## src/rtl/fetch_align_if.sv

```systemverilog
// Fetch front-end bundle: downstream handshake, redirect/BTB inputs, SRAM port and decoded outputs.
// master = fetch_align itself; slave = the surrounding pipeline/SRAM/testbench.
interface fetch_align_if;
    logic        fet_stall;
    logic        fet_flush;
    logic [31:0] fet_redirect_pc;
    logic [31:0] btb_pc;
    logic [31:0] btb_instr;
    logic        btb_valid;
    logic        isram_cs;
    logic [31:0] isram_addr;
    logic [31:0] isram_rdata;
    logic        fet_valid;
    logic [31:0] fetch_pc;
    logic [31:0] rv32_instr_todec;
    logic [15:0] rv16_instr_todec;
    logic        fe2de_rv16;
    logic        predict_bxxtaken;
    logic        cross_bd_ff;
    logic        fet_is_x1;
    logic        fet_is_xn;

    modport master (
        input  fet_stall, fet_flush, fet_redirect_pc, btb_pc, btb_instr, btb_valid, isram_rdata,
        output isram_cs, isram_addr, fet_valid, fetch_pc, rv32_instr_todec, rv16_instr_todec,
               fe2de_rv16, predict_bxxtaken, cross_bd_ff, fet_is_x1, fet_is_xn
    );

    modport slave (
        output fet_stall, fet_flush, fet_redirect_pc, btb_pc, btb_instr, btb_valid, isram_rdata,
        input  isram_cs, isram_addr, fet_valid, fetch_pc, rv32_instr_todec, rv16_instr_todec,
               fe2de_rv16, predict_bxxtaken, cross_bd_ff, fet_is_x1, fet_is_xn
    );
endinterface

```

## src/rtl/fetch_align.sv

```systemverilog
// Fetch aligner: two-word SRAM window, halfword-granular RV32/RVC extraction, BTB redirect bypass, backward-taken prediction.
// Outputs decode from registers (SRAM data +1 cycle); fet_stall freezes the presented instruction while prefetch fills the window.
module fetch_align #(
    parameter logic [31:0] RESET_PC = 32'h0000_0000
) (
    input  logic    clk,
    input  logic    cpurst_n,
    fetch_align_if.master fa
);

    logic [31:0] pc_q, w0_q, w1_q, btb_ins_q;
    logic        w0_v_q, w1_v_q, rd_pend_q, btb_sel_q, drop_q;
    logic [29:0] fptr_q;

    logic [31:0] n_pc, n_w0, n_w1, n_btb_ins;
    logic        n_w0_v, n_w1_v, n_btb_sel, n_drop;
    logic [29:0] n_fptr;

    logic [31:0] instr;
    logic        is16, avail, valid, accept, take, word_chg, rel, issue;
    logic [31:0] br_off, seq_pc, adv_pc;
    logic [29:0] rd_word;
    logic [1:0]  occ;
    logic        jalr, cjr;
    logic [4:0]  jr_rs1;

    always_comb begin
        instr = w0_q;
        if (btb_sel_q) begin
            instr = btb_ins_q;
        end else if (pc_q[1]) begin
            instr = {w1_q[15:0], w0_q[31:16]};
        end
    end

    assign is16   = (instr[1:0] != 2'b11);
    // A 32-bit instruction starting in the upper half also needs the following word.
    assign avail  = btb_sel_q | (w0_v_q & (is16 | ~pc_q[1] | w1_v_q));
    assign valid  = avail & ~fa.fet_flush;
    assign accept = valid & ~fa.fet_stall;
    assign take   = valid & ~is16 & (instr[6:0] == 7'b1100011) & instr[31];

    assign br_off   = {{19{instr[31]}}, instr[31], instr[7], instr[30:25], instr[11:8], 1'b0};
    assign seq_pc   = pc_q + (is16 ? 32'd2 : 32'd4);
    assign adv_pc   = take ? (pc_q + br_off) : seq_pc;
    assign word_chg = (adv_pc[31:2] != pc_q[31:2]);
    assign rel      = accept & word_chg & ~take;

    // Occupancy counts the slot this cycle's accept releases as already free, so a
    // sequential stream never bubbles while the window stays bounded at two words.
    assign occ   = {1'b0, w0_v_q} + {1'b0, w1_v_q} + {1'b0, rd_pend_q};
    assign issue = cpurst_n & (fa.fet_flush | (accept & take) | (rel ? (occ < 2'd3) : (occ < 2'd2)));

    always_comb begin
        rd_word = fptr_q;
        if (fa.fet_flush) begin
            rd_word = fa.fet_redirect_pc[31:2];
        end else if (accept & take) begin
            rd_word = adv_pc[31:2];
        end
    end

    always_comb begin
        n_pc      = pc_q;
        n_w0      = w0_q;
        n_w1      = w1_q;
        n_w0_v    = w0_v_q;
        n_w1_v    = w1_v_q;
        n_btb_sel = btb_sel_q;
        n_btb_ins = btb_ins_q;
        n_drop    = drop_q;
        n_fptr    = fptr_q;

        if (issue) begin
            n_fptr = rd_word + 30'd1;
        end

        if (rd_pend_q) begin
            if (drop_q) begin
                n_drop = 1'b0;
            end else if (!w0_v_q) begin
                n_w0   = fa.isram_rdata;
                n_w0_v = 1'b1;
            end else begin
                n_w1   = fa.isram_rdata;
                n_w1_v = 1'b1;
            end
        end

        // The read returning in a flush cycle is the only one in flight with a
        // one-cycle SRAM, so clearing the window discards it without needing drop.
        if (fa.fet_flush) begin
            n_pc      = {fa.fet_redirect_pc[31:1], 1'b0};
            n_w0_v    = 1'b0;
            n_w1_v    = 1'b0;
            n_drop    = 1'b0;
            n_btb_sel = fa.btb_valid & (fa.fet_redirect_pc == fa.btb_pc);
            n_btb_ins = fa.btb_instr;
        end else if (accept) begin
            n_pc      = adv_pc;
            n_btb_sel = 1'b0;
            if (take) begin
                n_w0_v = 1'b0;
                n_w1_v = 1'b0;
                n_drop = 1'b0;
            end else if (word_chg) begin
                n_w0   = n_w1;
                n_w0_v = n_w1_v;
                n_w1_v = 1'b0;
                // Old word still owed by the SRAM: its late arrival must not land in W0.
                if (!w0_v_q && !rd_pend_q) begin
                    n_drop = 1'b1;
                end
            end
        end
    end

    always_ff @(posedge clk or negedge cpurst_n) begin
        if (!cpurst_n) begin
            pc_q      <= RESET_PC & 32'hFFFF_FFFE;
            w0_q      <= 32'd0;
            w1_q      <= 32'd0;
            w0_v_q    <= 1'b0;
            w1_v_q    <= 1'b0;
            rd_pend_q <= 1'b0;
            btb_sel_q <= 1'b0;
            btb_ins_q <= 32'd0;
            drop_q    <= 1'b0;
            fptr_q    <= RESET_PC[31:2];
        end else begin
            pc_q      <= n_pc;
            w0_q      <= n_w0;
            w1_q      <= n_w1;
            w0_v_q    <= n_w0_v;
            w1_v_q    <= n_w1_v;
            rd_pend_q <= issue;
            btb_sel_q <= n_btb_sel;
            btb_ins_q <= n_btb_ins;
            drop_q    <= n_drop;
            fptr_q    <= n_fptr;
        end
    end

    // JALR (funct3 000) or C.JR/C.JALR (CR format, rs2 = 0, rs1 != 0).
    assign jalr   = ~is16 & (instr[6:0] == 7'b1100111) & (instr[14:12] == 3'b000);
    assign cjr    = is16 & (instr[1:0] == 2'b10) & (instr[15:13] == 3'b100) &
                    (instr[6:2] == 5'd0) & (instr[11:7] != 5'd0);
    assign jr_rs1 = is16 ? instr[11:7] : instr[19:15];

    assign fa.isram_cs         = issue;
    assign fa.isram_addr       = {rd_word, 2'b00};
    assign fa.fet_valid        = valid;
    assign fa.fetch_pc         = pc_q;
    assign fa.rv32_instr_todec = (valid & ~is16) ? instr : 32'd0;
    assign fa.rv16_instr_todec = valid ? instr[15:0] : 16'd0;
    assign fa.fe2de_rv16       = valid & is16;
    assign fa.predict_bxxtaken = take;
    assign fa.cross_bd_ff      = valid & pc_q[1] & ~is16 & ~btb_sel_q;
    assign fa.fet_is_x1        = valid & (jalr | cjr) & (jr_rs1 == 5'd1);
    assign fa.fet_is_xn        = valid & (jalr | cjr) & (jr_rs1 > 5'd1);

endmodule

```

## src/flat_wrapper.sv

```systemverilog
// flat-port wrapper written by rule: the top's interface ports become plain ports
module fetch_align_flat 
#(
    parameter logic [31:0] RESET_PC = 32'h0000_0000
)
  (clk, cpurst_n, fa_fet_stall, fa_fet_flush, fa_fet_redirect_pc, fa_btb_pc, fa_btb_instr, fa_btb_valid, fa_isram_rdata, fa_isram_cs, fa_isram_addr, fa_fet_valid, fa_fetch_pc, fa_rv32_instr_todec, fa_rv16_instr_todec, fa_fe2de_rv16, fa_predict_bxxtaken, fa_cross_bd_ff, fa_fet_is_x1, fa_fet_is_xn);
  fetch_align_if fa_i ();
  input  logic clk;
  input  logic cpurst_n;
  input wire logic [$bits(fa_i.fet_stall)-1:0] fa_fet_stall;
  input wire logic [$bits(fa_i.fet_flush)-1:0] fa_fet_flush;
  input wire logic [$bits(fa_i.fet_redirect_pc)-1:0] fa_fet_redirect_pc;
  input wire logic [$bits(fa_i.btb_pc)-1:0] fa_btb_pc;
  input wire logic [$bits(fa_i.btb_instr)-1:0] fa_btb_instr;
  input wire logic [$bits(fa_i.btb_valid)-1:0] fa_btb_valid;
  input wire logic [$bits(fa_i.isram_rdata)-1:0] fa_isram_rdata;
  output wire logic [$bits(fa_i.isram_cs)-1:0] fa_isram_cs;
  output wire logic [$bits(fa_i.isram_addr)-1:0] fa_isram_addr;
  output wire logic [$bits(fa_i.fet_valid)-1:0] fa_fet_valid;
  output wire logic [$bits(fa_i.fetch_pc)-1:0] fa_fetch_pc;
  output wire logic [$bits(fa_i.rv32_instr_todec)-1:0] fa_rv32_instr_todec;
  output wire logic [$bits(fa_i.rv16_instr_todec)-1:0] fa_rv16_instr_todec;
  output wire logic [$bits(fa_i.fe2de_rv16)-1:0] fa_fe2de_rv16;
  output wire logic [$bits(fa_i.predict_bxxtaken)-1:0] fa_predict_bxxtaken;
  output wire logic [$bits(fa_i.cross_bd_ff)-1:0] fa_cross_bd_ff;
  output wire logic [$bits(fa_i.fet_is_x1)-1:0] fa_fet_is_x1;
  output wire logic [$bits(fa_i.fet_is_xn)-1:0] fa_fet_is_xn;
  assign fa_i.fet_stall = fa_fet_stall;
  assign fa_i.fet_flush = fa_fet_flush;
  assign fa_i.fet_redirect_pc = fa_fet_redirect_pc;
  assign fa_i.btb_pc = fa_btb_pc;
  assign fa_i.btb_instr = fa_btb_instr;
  assign fa_i.btb_valid = fa_btb_valid;
  assign fa_i.isram_rdata = fa_isram_rdata;
  assign fa_isram_cs = fa_i.isram_cs;
  assign fa_isram_addr = fa_i.isram_addr;
  assign fa_fet_valid = fa_i.fet_valid;
  assign fa_fetch_pc = fa_i.fetch_pc;
  assign fa_rv32_instr_todec = fa_i.rv32_instr_todec;
  assign fa_rv16_instr_todec = fa_i.rv16_instr_todec;
  assign fa_fe2de_rv16 = fa_i.fe2de_rv16;
  assign fa_predict_bxxtaken = fa_i.predict_bxxtaken;
  assign fa_cross_bd_ff = fa_i.cross_bd_ff;
  assign fa_fet_is_x1 = fa_i.fet_is_x1;
  assign fa_fet_is_xn = fa_i.fet_is_xn;
  fetch_align #(.RESET_PC(RESET_PC)) u_core (.clk(clk), .cpurst_n(cpurst_n), .fa(fa_i));
endmodule
```

## config.mk

```make
export PLATFORM = sky130hd
export DESIGN_NAME = fetch_align_flat
export DESIGN_NICKNAME = d
export VERILOG_FILES = /design/src/rtl/fetch_align_if.sv /design/src/rtl/fetch_align.sv /design/src/flat_wrapper.sv
export SDC_FILE = /design/constraint.sdc
export NUM_CORES = 1
export LEC_CHECK = 0
export ABC_AREA = 1
export ABC_CLOCK_PERIOD_IN_PS = 5550
export BUFFER_PORTS_ARGS = -buffer_cell sky130_fd_sc_hd__buf_4
export CORE_MARGIN = 2
export CORE_UTILIZATION = 40
export DETAILED_ROUTE_END_ITERATION = 16
export GPL_ROUTABILITY_DRIVEN = 0
export GPL_TIMING_DRIVEN = 0
export MAX_ROUTING_LAYER = met4
export SLEW_MARGIN = 40
export SYNTH_ARGS = -nofsm -noshare
export SYNTH_HDL_FRONTEND = slang
export SYNTH_SLANG_ARGS = --single-unit
```

## constraint.sdc

```tcl
create_clock -name clk -period 5.55 [get_ports clk]
set_input_delay 0.555 -clock clk [delete_from_list [all_inputs] [get_ports clk]]
set_output_delay 0.555 -clock clk [all_outputs]
set_load 0.01 [all_outputs]
```

# ---- Word-level counts from Yosys, hierarchy flattened
# Cells that the tools add are included.
dict set report totals {
  ff_bits 163
  output_inout_bits 119
  word_cells 112
}
dict set report classes {
  addsub 5
  order_cmp 3
  n_eq_ne 8
  mux 43
  bitwise 36
  reduce_logical 7
}
# cell n
set ops {}
lappend ops {{32-bit two-way mux} 16}
lappend ops {{32-bit adder} 2}
lappend ops {{30-bit two-way mux} 2}
lappend ops {{32-bit equality test} 1}
lappend ops {{30-bit by 1-bit adder with 30-bit output, second input constant} 1}
lappend ops {{30-bit inequality test} 1}
lappend ops {{1-bit bitwise AND} 24}
lappend ops {{1-bit two-way mux} 22}
lappend ops {{16-bit two-way mux} 1}
lappend ops {{7-bit equality test, second input constant} 2}
lappend ops {{1-bit inverter} 6}
lappend ops {{1-bit bitwise OR} 6}
lappend ops {{5-bit by 1-bit equality test with 1-bit output, second input constant} 1}
lappend ops {{5-bit by 1-bit > comparator with 1-bit output, second input constant} 1}
lappend ops {{5-bit zero test} 1}
lappend ops {{5-bit two-way mux} 1}
lappend ops {{5-bit nonzero test} 1}
lappend ops {{2-bit less-than comparator, second input constant} 2}
lappend ops {{3-bit equality test, second input constant} 1}
lappend ops {{3-bit zero test} 1}
lappend ops {{3-bit two-way mux} 1}
lappend ops {{1-bit by 1-bit adder with 2-bit output} 1}
lappend ops {{2-bit by 1-bit adder with 2-bit output} 1}
lappend ops {{2-bit equality test, second input constant} 1}
lappend ops {{4 further kinds} 5}

# ---- Logic depth before layout (Yosys ltp)
# Gate-level depths: netlist of run 1.
dict set report depth {
  ltp_word 18
  ltp_mapped 38
  ltp_nobuf 35
}

# ---- Worst setup path after synthesis of run 1
# No wires, ideal clock.
dict set report synth_timing {
  kind {input to output}
  from {input fa_fet_flush}
  to {output fa_isram_cs}
  arrival_ps 4026
  required_time_ps 4995
  setup_slack_ps 969
  stages 32
  n_path_buf 3
  path_cell_list {clkbuf_1 -> a21oi_4 -> nand2_4 -> inv_2 -> nand3_4 -> inv_2 -> nand2_2 -> clkbuf_1 -> o21ai_0 -> inv_1 -> ha_1 -> inv_1 -> fa_1 -> inv_1 -> nand3_1 -> nand2_1 -> nand2_1 -> nand2_1 -> nand3_1 -> nand3b_1 -> nand3_1 -> nand2_1 -> nand2_1 -> nor2_1 -> nand2_1 -> nor2_1 -> nand3_2 -> nand4_1 -> nand2_1 -> nand2_2 -> buf_4 -> inv_1}
}
dict set report synth_between {
  elab_chain_len 12
}
# item line
set synth_rtl {}
lappend synth_rtl {{start, declared} flat_wrapper.sv:11} ;# input wire logic [$bits(fa_i.fet_flush)-1:0] fa_fet_flush;
lappend synth_rtl {{1-bit inverter} fetch_align.sv:39} ;# assign valid = avail & ~fa.fet_flush;
lappend synth_rtl {{1-bit bitwise AND} fetch_align.sv:39}
lappend synth_rtl {{1-bit bitwise AND (3 in a row)} fetch_align.sv:41} ;# assign take = valid & ~is16 & (instr[6:0] == 7'b1100011) & instr[31];
lappend synth_rtl {{32-bit two-way mux} fetch_align.sv:45} ;# assign adv_pc = take ? (pc_q + br_off) : seq_pc;
lappend synth_rtl {{30-bit inequality test} fetch_align.sv:46} ;# assign word_chg = (adv_pc[31:2] != pc_q[31:2]);
lappend synth_rtl {{1-bit bitwise AND (2 in a row)} fetch_align.sv:47} ;# assign rel = accept & word_chg & ~take;
lappend synth_rtl {{1-bit two-way mux} fetch_align.sv:52} ;# assign issue = cpurst_n & (fa.fet_flush | (accept & take) | (rel ? (occ < 2'd3) : (occ < 2'd2)));
lappend synth_rtl {{1-bit bitwise OR (*)} fetch_align.sv:52}
lappend synth_rtl {{1-bit bitwise AND (*)} fetch_align.sv:52}
lappend synth_rtl {{end, declared} flat_wrapper.sv:17} ;# output wire logic [$bits(fa_i.isram_cs)-1:0] fa_isram_cs;
# Every way passes the cells marked *; elsewhere a longest branch is shown, timed or not.

# ---- Worst setup path after layout of run 1
dict set report layout_timing {
  from {register u_core.pc_q[1], in the netlist u_core.fa.fetch_pc[1]}
  to {output fa_isram_cs}
}
dict set report layout_between {
  elab_chain_len 18
}
# item line
set layout_rtl {}
lappend layout_rtl {{start, declared} fetch_align.sv:11} ;# logic [31:0] pc_q, w0_q, w1_q, btb_ins_q;
lappend layout_rtl {{start signal, assigned} fetch_align.sv:120} ;# pc_q <= RESET_PC & 32'hFFFF_FFFE;
lappend layout_rtl {{start signal, assigned} fetch_align.sv:131} ;# pc_q <= n_pc;
lappend layout_rtl {{branches (longest 16 deep; another with 32-bit adder)} --}
lappend layout_rtl {{1-bit bitwise OR (*)} fetch_align.sv:52}
lappend layout_rtl {{1-bit bitwise AND (*)} fetch_align.sv:52}
# Every way passes the cells marked *.

==> results.json, run 1 <==
{
  "status": "finished with violations",
  "violations": "negative hold slack",
  "tns_ps": 0,
  "drive_above_1_share_pct": 21.9,
  "syn_to_final_growth_pct": 26.7,
  "antenna_found_initial": 0,
  "yosys-top-cells-area": "dfrtp_1 (30%), nand2_1 (23%), inv_1 (7.4%), nand3_1 (5.5%), nor2_1 (4.5%)",
  "grt_use_total_pct": 30.3,
  "crit_arrival_ps": 4770,
  "port_buffers": 247,
  "avgRoutedWirePerCell_um": 18.2,
  "wl_met2_mm": 23.0,
  "hold_viol_final": 1,
  "synth.largest_area_cell": "dfrtp_1",
  "post_cts_hold_buffer_count": 0,
  "clk_path_buf_depth": 2,
  "power.density_nw_per_um2": 293,
  "finalCriticalPeriod_ps": 5320,
  "grt_overflow": 0,
  "p_seq_share_pct": 34.5,
  "switching_share_pct": 42.7,
  "nNetsFinal": 2591,
  "cts_made_buffers": 17,
  "route.final.wire_length_mm": 52.4,
  "ys_warn_count": 0,
  "peakVddDrop_uv": 193,
  "htreeDepth": 4,
  "maxCapViolCount": 0,
  "num_antenna_cells": 0,
  "n_fill_cell": 3436,
  "cts-root-buf": "clkbuf_16",
  "switchingPower_uw": 2150,
  "clock.fmax_ghz": 0.188,
  "r2r_cells": 33,
  "crit_top_cell": "nand2_1",
  "avgSynthCellArea_um2": 6.35,
  "ys_seq_area_share_pct": 29.9,
  "maxUsedRoutingLayer": "met4",
  "clkLatencyLatePin_ps": 450,
  "syn-instance-count": 2132,
  "critPathCaptureType": "primary output",
  "slowest_stage": "dfrtp_2",
  "cts.sinks": 162,
  "netlist-cell-type-count": 48,
  "die_w_um": 188,
  "initial_core_util_pct": 40.5,
  "vias_per_cell": 5.16,
  "chipHeight_um": 188,
  "leakagePower_uw": 0.00926,
  "cpPeakStageDelay_ps": 420,
  "synth_edf_count": 0,
  "synth_top_flop_cell": "dfrtp_1",
  "wl_met1_mm": 24.1,
  "syn_area_um2": 13500,
  "pin_count": 252,
  "comb_power_share_pct": 41.4,
  "num_vias": 14900,
  "grt_pass1_vias": 14200,
  "grt_max_degree": 66,
  "clkTransAtPathRegs_ps": 80,
  "drt_first_pass_iters": 6,
  "min-delay-path-class": "in2async",
  "synth-async-reset-ratio_pct": 100,
  "slew_headroom_pct": 44.9,
  "setup_viol": 0,
  "clock_skew_ps": 19.6,
  "dieArea_um2": 35300,
  "wl_met3_mm": 3.89,
  "period_share_pct": 95.9,
  "p_int_uw": 2880,
  "start_kind": "flop",
  "hold_slack_ps": -0.319,
  "cp_max_fo": 10,
  "worstSetupPathType": "reg2out",
  "drc_errors": 0,
  "drt_iter0_drc": 1478,
  "worst_slew_pin_slew_ps": 826,
  "synth_top_area_share_pct": 29.9,
  "row_count": 67,
  "ys_seq_elements": 162,
  "final-max-slew-violation-count": 0,
  "drtAntennaViolNets": 0,
  "clkPwrFrac_pct": 24.1,
  "cp_data_required_time_ps": 4990,
  "cts_tree": "built",
  "dp_hpwl_mm": 42.4,
  "core_um2": 33400,
  "grt_pass1_wl_mm": 80.0
}
[layout make-up]
| class | instances | area [um2] | area share, % |
|---|---|---|---|
| multi-input cells | 1623 | 8350 | 48.6 |
| flip-flops and latches | 162 | 4060 | 23.6 |
| repair buffers | 271 | 2110 | 12.3 |
| inverters | 274 | 1030 | 6.01 |
| well taps | 448 | 561 | 3.27 |
| plain buffers | 75 | 464 | 2.70 |
| clock buffers | 18 | 439 | 2.56 |
| clock inverters | 14 | 159 | 0.926 |
[kinds of logic after synthesis]
logic type	share of synthesized area, %
other	0.0277
AO/OA/AOI/OAI	9.86
XOR/XNOR	4.61
multiplexers	0.0739
buffers and inverters	10.8
flip-flops	29.9
AND/OR/NAND/NOR	41.5
adder cells (fa/ha/maj)	3.25
[flip-flops by register name (all words and copies together) (netlist names)]
signal,count
u_core.fptr_q,30
u_core.fa.fetch_pc,31
u_core.rd_pend_q,1
u_core.btb_sel_q,1
u_core.w1_v_q,1
u_core.drop_q,1
u_core.w1_q,32
u_core.btb_ins_q,32
u_core.w0_v_q,1
u_core.w0_q,32
[power groups by stage]
stage / registers (uW) / logic [uW] / clock network, uW
CTS: 1710 / 2010 / 1220
global placement: 1730 / 1930 / 0
detailed placement: 1730 / 1970 / 0
finish: 1730 / 2080 / 1210
floorplan: 1630 / 1270 / 0
global route: 1750 / 2290 / 1270
[cells in the final DEF (no fill, tap or decap), types with 6 or more instances in the layout]
master     instances
nand3b_1          20
a21oi_1           23
inv_1            264
ha_1              18
buf_6             14
nor2_4            16
or2_2             16
o211ai_1          31
inv_2              8
nand3_1          144
clkbuf_16         17
nor2_1           147
buf_2              6
nand2_2           50
dfrtp_1          161
o21ai_2           35
xnor2_1           13
nand4_1           31
nor4_1             6
nand2_1          826
buf_4            276
clkbuf_1          35
xor2_1            40
o21ai_0           94
nand2_4           10
ha_2              11
nor3_1            10
nor2_2            21
[repair_timing]
item,4_1_cts,5_1_grt
setup buffers,11,11
endpoints found under the setup margin,71,1
pin swaps,8,13
gates resized for setup,46,68
endpoints found under the hold margin,0,0
cloned,1,0
[critical path, delay by kind of cell, from the launching register on]
family | cells | cell delay [ps]
compound gates | 1 | 160
flops | 1 | 420
simple gates | 20 | 2280
fa+ha+maj | 1 | 310
buf+inv | 10 | 1120
[layer usage]
layer,vias to the layer above,track usage [%]
met2,580,45.0
met4,0,10.3
met5,-,-
li1,7278,-
met1,6959,42.2
met3,75,4.45
[final timing paths]
path / startpoint / slack (ps) / to
min in group clk: fa_btb_instr[23] / 300 / u_core.btb_ins_q[23]
hold reg to reg: u_core.fptr_q[24] / 470 / u_core.fptr_q[24]
setup / recovery: u_core.fa.fetch_pc[1] / 230 / fa_isram_cs
max in group asynchronous: cpurst_n / 4870 / u_core.w1_q[31]
hold / removal: cpurst_n / -0.3 / u_core.btb_ins_q[11]
setup reg to reg: u_core.fa.fetch_pc[1] / 910 / u_core.w0_q[8]
[cell usage after synthesis, types with 3 or more instances]
cell and n:
inv_1 267, buf_2 7, nor3_1 10, or2_2 16, nand3_1 150, inv_2 5, clkbuf_1 43, nand2_2 34
and2_1 5, buf_1 4, nand3b_1 20, o211ai_1 31, nand2_1 846, nor2_4 9, a21oi_1 28, xor2_1 40
buf_4 9, ha_1 32, dfrtp_1 162, xnor2_1 13, and3_1 3, buf_6 13, nor4_1 6, nand2_4 6
xnor3_1 5, nand3_2 3, a21oi_4 3, a311oi_1 5, o21ai_0 100, nor2_2 11, nand4_1 31, o21ai_2 33
nor2_1 163
[stage by stage]
| step | util [%] | cell area, um2 | power [uW] | worst slack, ps | std cells |
|---|---|---|---|---|---|
| 3_5_place_dp | 47.9 | 16000 | 3700 | -638 | 2831 |
| 3_3_place_gp | 47.7 | 16000 | 3660 | -642 | 2829 |
| 4_1_cts | 50.5 | 16900 | 4940 | 2.13 | 2875 |
| 2_1_floorplan | - | 13500 | 2900 | 969 | 2134 |
| 5_1_grt | 51.3 | 17200 | 5310 | -69.7 | 2885 |
| 6_report | 51.3 | 17200 | 5020 | 225 | 2885 |
No activity file was read; power rests on OpenSTA's default activity.
==> run 2: changes to the inputs <==
--- a/config.mk
+++ b/config.mk
@@ -8,12 +8,15 @@
 export ABC_AREA = 1
 export ABC_CLOCK_PERIOD_IN_PS = 5550
 export BUFFER_PORTS_ARGS = -buffer_cell sky130_fd_sc_hd__buf_4
+export CELL_PAD_IN_SITES_DETAIL_PLACEMENT = 1
+export CELL_PAD_IN_SITES_GLOBAL_PLACEMENT = 2
 export CORE_MARGIN = 2
-export CORE_UTILIZATION = 40
+export CORE_UTILIZATION = 30
 export DETAILED_ROUTE_END_ITERATION = 16
 export GPL_ROUTABILITY_DRIVEN = 0
 export GPL_TIMING_DRIVEN = 0
 export MAX_ROUTING_LAYER = met4
+export PLACE_DENSITY_LB_ADDON = 0.1
 export SLEW_MARGIN = 40
 export SYNTH_ARGS = -nofsm -noshare
 export SYNTH_HDL_FRONTEND = slang
==> run 2 against run 1 <==
Net effect:
- the run now ends clean
- fmax fell by 1.0%
- sequential share of layout area down 1.4 points
- register-to-register slack improved by 50 ps
==> results.json, run 2 (synthesis gave the netlist of run 1 again) <==
{
  "final-max-slew-violation-count": 0,
  "clock.fmax_ghz": 0.186,
  "dp_hpwl_mm": 48.8,
  "seq_area_um2": 4060,
  "htreeDepth": 4,
  "drt_iter0_drc": 948,
  "clkTransAtPathRegs_ps": 80,
  "grt_pass1_vias": 15400,
  "n_fill_cell": 5757,
  "num_vias": 14900,
  "tns_ps": 0,
  "final_common_cell": "nand2_1",
  "drc_errors": 0,
  "drtAntennaViolNets": 0,
  "cts_tree": "built",
  "start_kind": "flop",
  "largestRegisters": "u_core.btb_ins_q (32), u_core.w0_q (32), u_core.w1_q (32)",
  "crit_top_cell": "nand2_1",
  "nNetsFinal": 2614,
  "cts-root-buf": "clkbuf_16",
  "slew_headroom_pct": 45.8,
  "final_util_pct": 41.1,
  "use_met3_pct": 3.23,
  "grt_use_met2_pct": 39.6,
  "avgRoutedWirePerCell_um": 19.7,
  "multi_input_area_um2": 8930,
  "antenna_found_initial": 1,
  "peakVddDrop_uv": 234,
  "maxCapViolCount": 0,
  "grt_use_total_pct": 26.4,
  "cp_data_required_time_ps": 4990,
  "syn_to_final_growth_pct": 34.6,
  "drive_above_1_share_pct": 26.7,
  "core_um2": 44400,
  "power.density_nw_per_um2": 292,
  "grt_overflow": 0,
  "chipHeight_um": 216,
  "clkLatencyLatePin_ps": 490,
  "vias_per_cell": 4.88,
  "cts_made_buffers": 17,
  "route.final.wire_length_mm": 60.3,
  "status": "completed",
  "pin_count": 252,
  "clock_skew_ps": 14.7,
  "worst_slew_pin_slew_ps": 810,
  "finalCriticalPeriod_ps": 5380,
  "port_buffers": 247,
  "globalRoute.busiestLayer": "met2",
  "setup_viol": 0,
  "drt_first_pass_iters": 7,
  "final_cell_mix": "nand2_1 (781), buf_4 (295), inv_1 (253), dfrtp_1 (160), nor2_1 (133)",
  "finalPower_uw": 5320,
  "grt_pass1_wl_mm": 90.4,
  "critPathCaptureType": "primary output",
  "die_w_um": 216,
  "cp_max_fo": 13,
  "slowest_stage": "dfrtp_2",
  "hold_viol_final": 0,
  "cpPeakStageDelay_ps": 430,
  "period_share_pct": 96.9,
  "cts.sinks": 162,
  "clk_path_buf_depth": 2,
  "initial_core_util_pct": 30.5,
  "row_count": 77,
  "dieArea_um2": 46900,
  "grt_max_degree": 70,
  "min-delay-path-class": "in2reg",
  "grtUsageMet1_pct": 37.6,
  "crit_arrival_ps": 4820,
  "worstSetupPathType": "reg2out",
  "leakagePower_uw": 0.00955
}
-- run 2: worst paths after layout --
path | slack [ps] | start | cells after the start | end
worst max-delay path | 170 | u_core.fa.fetch_pc[1] | 36 | fa_isram_cs
worst min-delay path | 260 | fa_btb_instr[23] | 3 | u_core.btb_ins_q[23]
worst max register to register | 960 | u_core.fa.fetch_pc[1] | 38 | u_core.fptr_q[0]
worst min register to register | 470 | u_core.fptr_q[24] | 2 | u_core.fptr_q[24]
max in group asynchronous | 4010 | cpurst_n | 4 | u_core.fptr_q[22]
min in group asynchronous | 520 | cpurst_n | 2 | u_core.w1_q[18]
-- run 2: area by class of cell --
cell class                      instances  area share, %
Clock buffer                           18           2.41
Multi-Input combinational cell       1623           49.0
Tap cell                              592           4.06
Inverter                              274           5.73
Clock inverter                         14           1.14
Timing Repair Buffer                  295           12.7
Sequential cell                       162           22.2
Antenna cell                            1         0.0137
Buffer                                 74           2.67
-- run 2: timing repair --
item | in CTS | in global routing
resized for setup | 96 | 177
buffers inserted | 21 | 23
endpoints found under the hold margin | 33 | 0
pin swaps | 18 | 49
hold buffers | 1 | 0
gates cloned | 1 | 1
setup endpoints to repair | 89 | 1
-- run 2: worst max-delay path, delay by kind of cell (launching register included) --
family	cells	cell delay [ps]
DFF	1	430
and+or+nand+nor	24	2400
buffers and inverters	9	940
AOI/OAI and AO/OA	1	130
adders and majority gates	2	400
-- run 2: per-stage QoR --
| stage | hold slack, ps | instances | setup slack (ps) | area, um2 |
|---|---|---|---|---|
| after floorplan | 259 | 2134 | 969 | 13500 |
| after global placement | 450 | 2973 | -1070 | 16100 |
| after detailed placement | 446 | 2975 | -1070 | 16200 |
| after CTS | 239 | 3030 | 0.579 | 17400 |
| after global routing | 261 | 3053 | -104 | 18200 |
| final | 264 | 3053 | 171 | 18200 |
-- run 2: power by group --
group | total, uW | switching (uW) | internal, uW
registers | 1760 | 292 | 1470
logic | 2250 | 1380 | 877
clock network | 1310 | 609 | 705
-- run 2: per-layer routing --
layer / vias up / wire length (um)
li1: 7327 / -
met1: 7258 / 30500
met2: 264 / 26700
met3: 37 / 2240
met4: 0 / 794
met5: - / 0
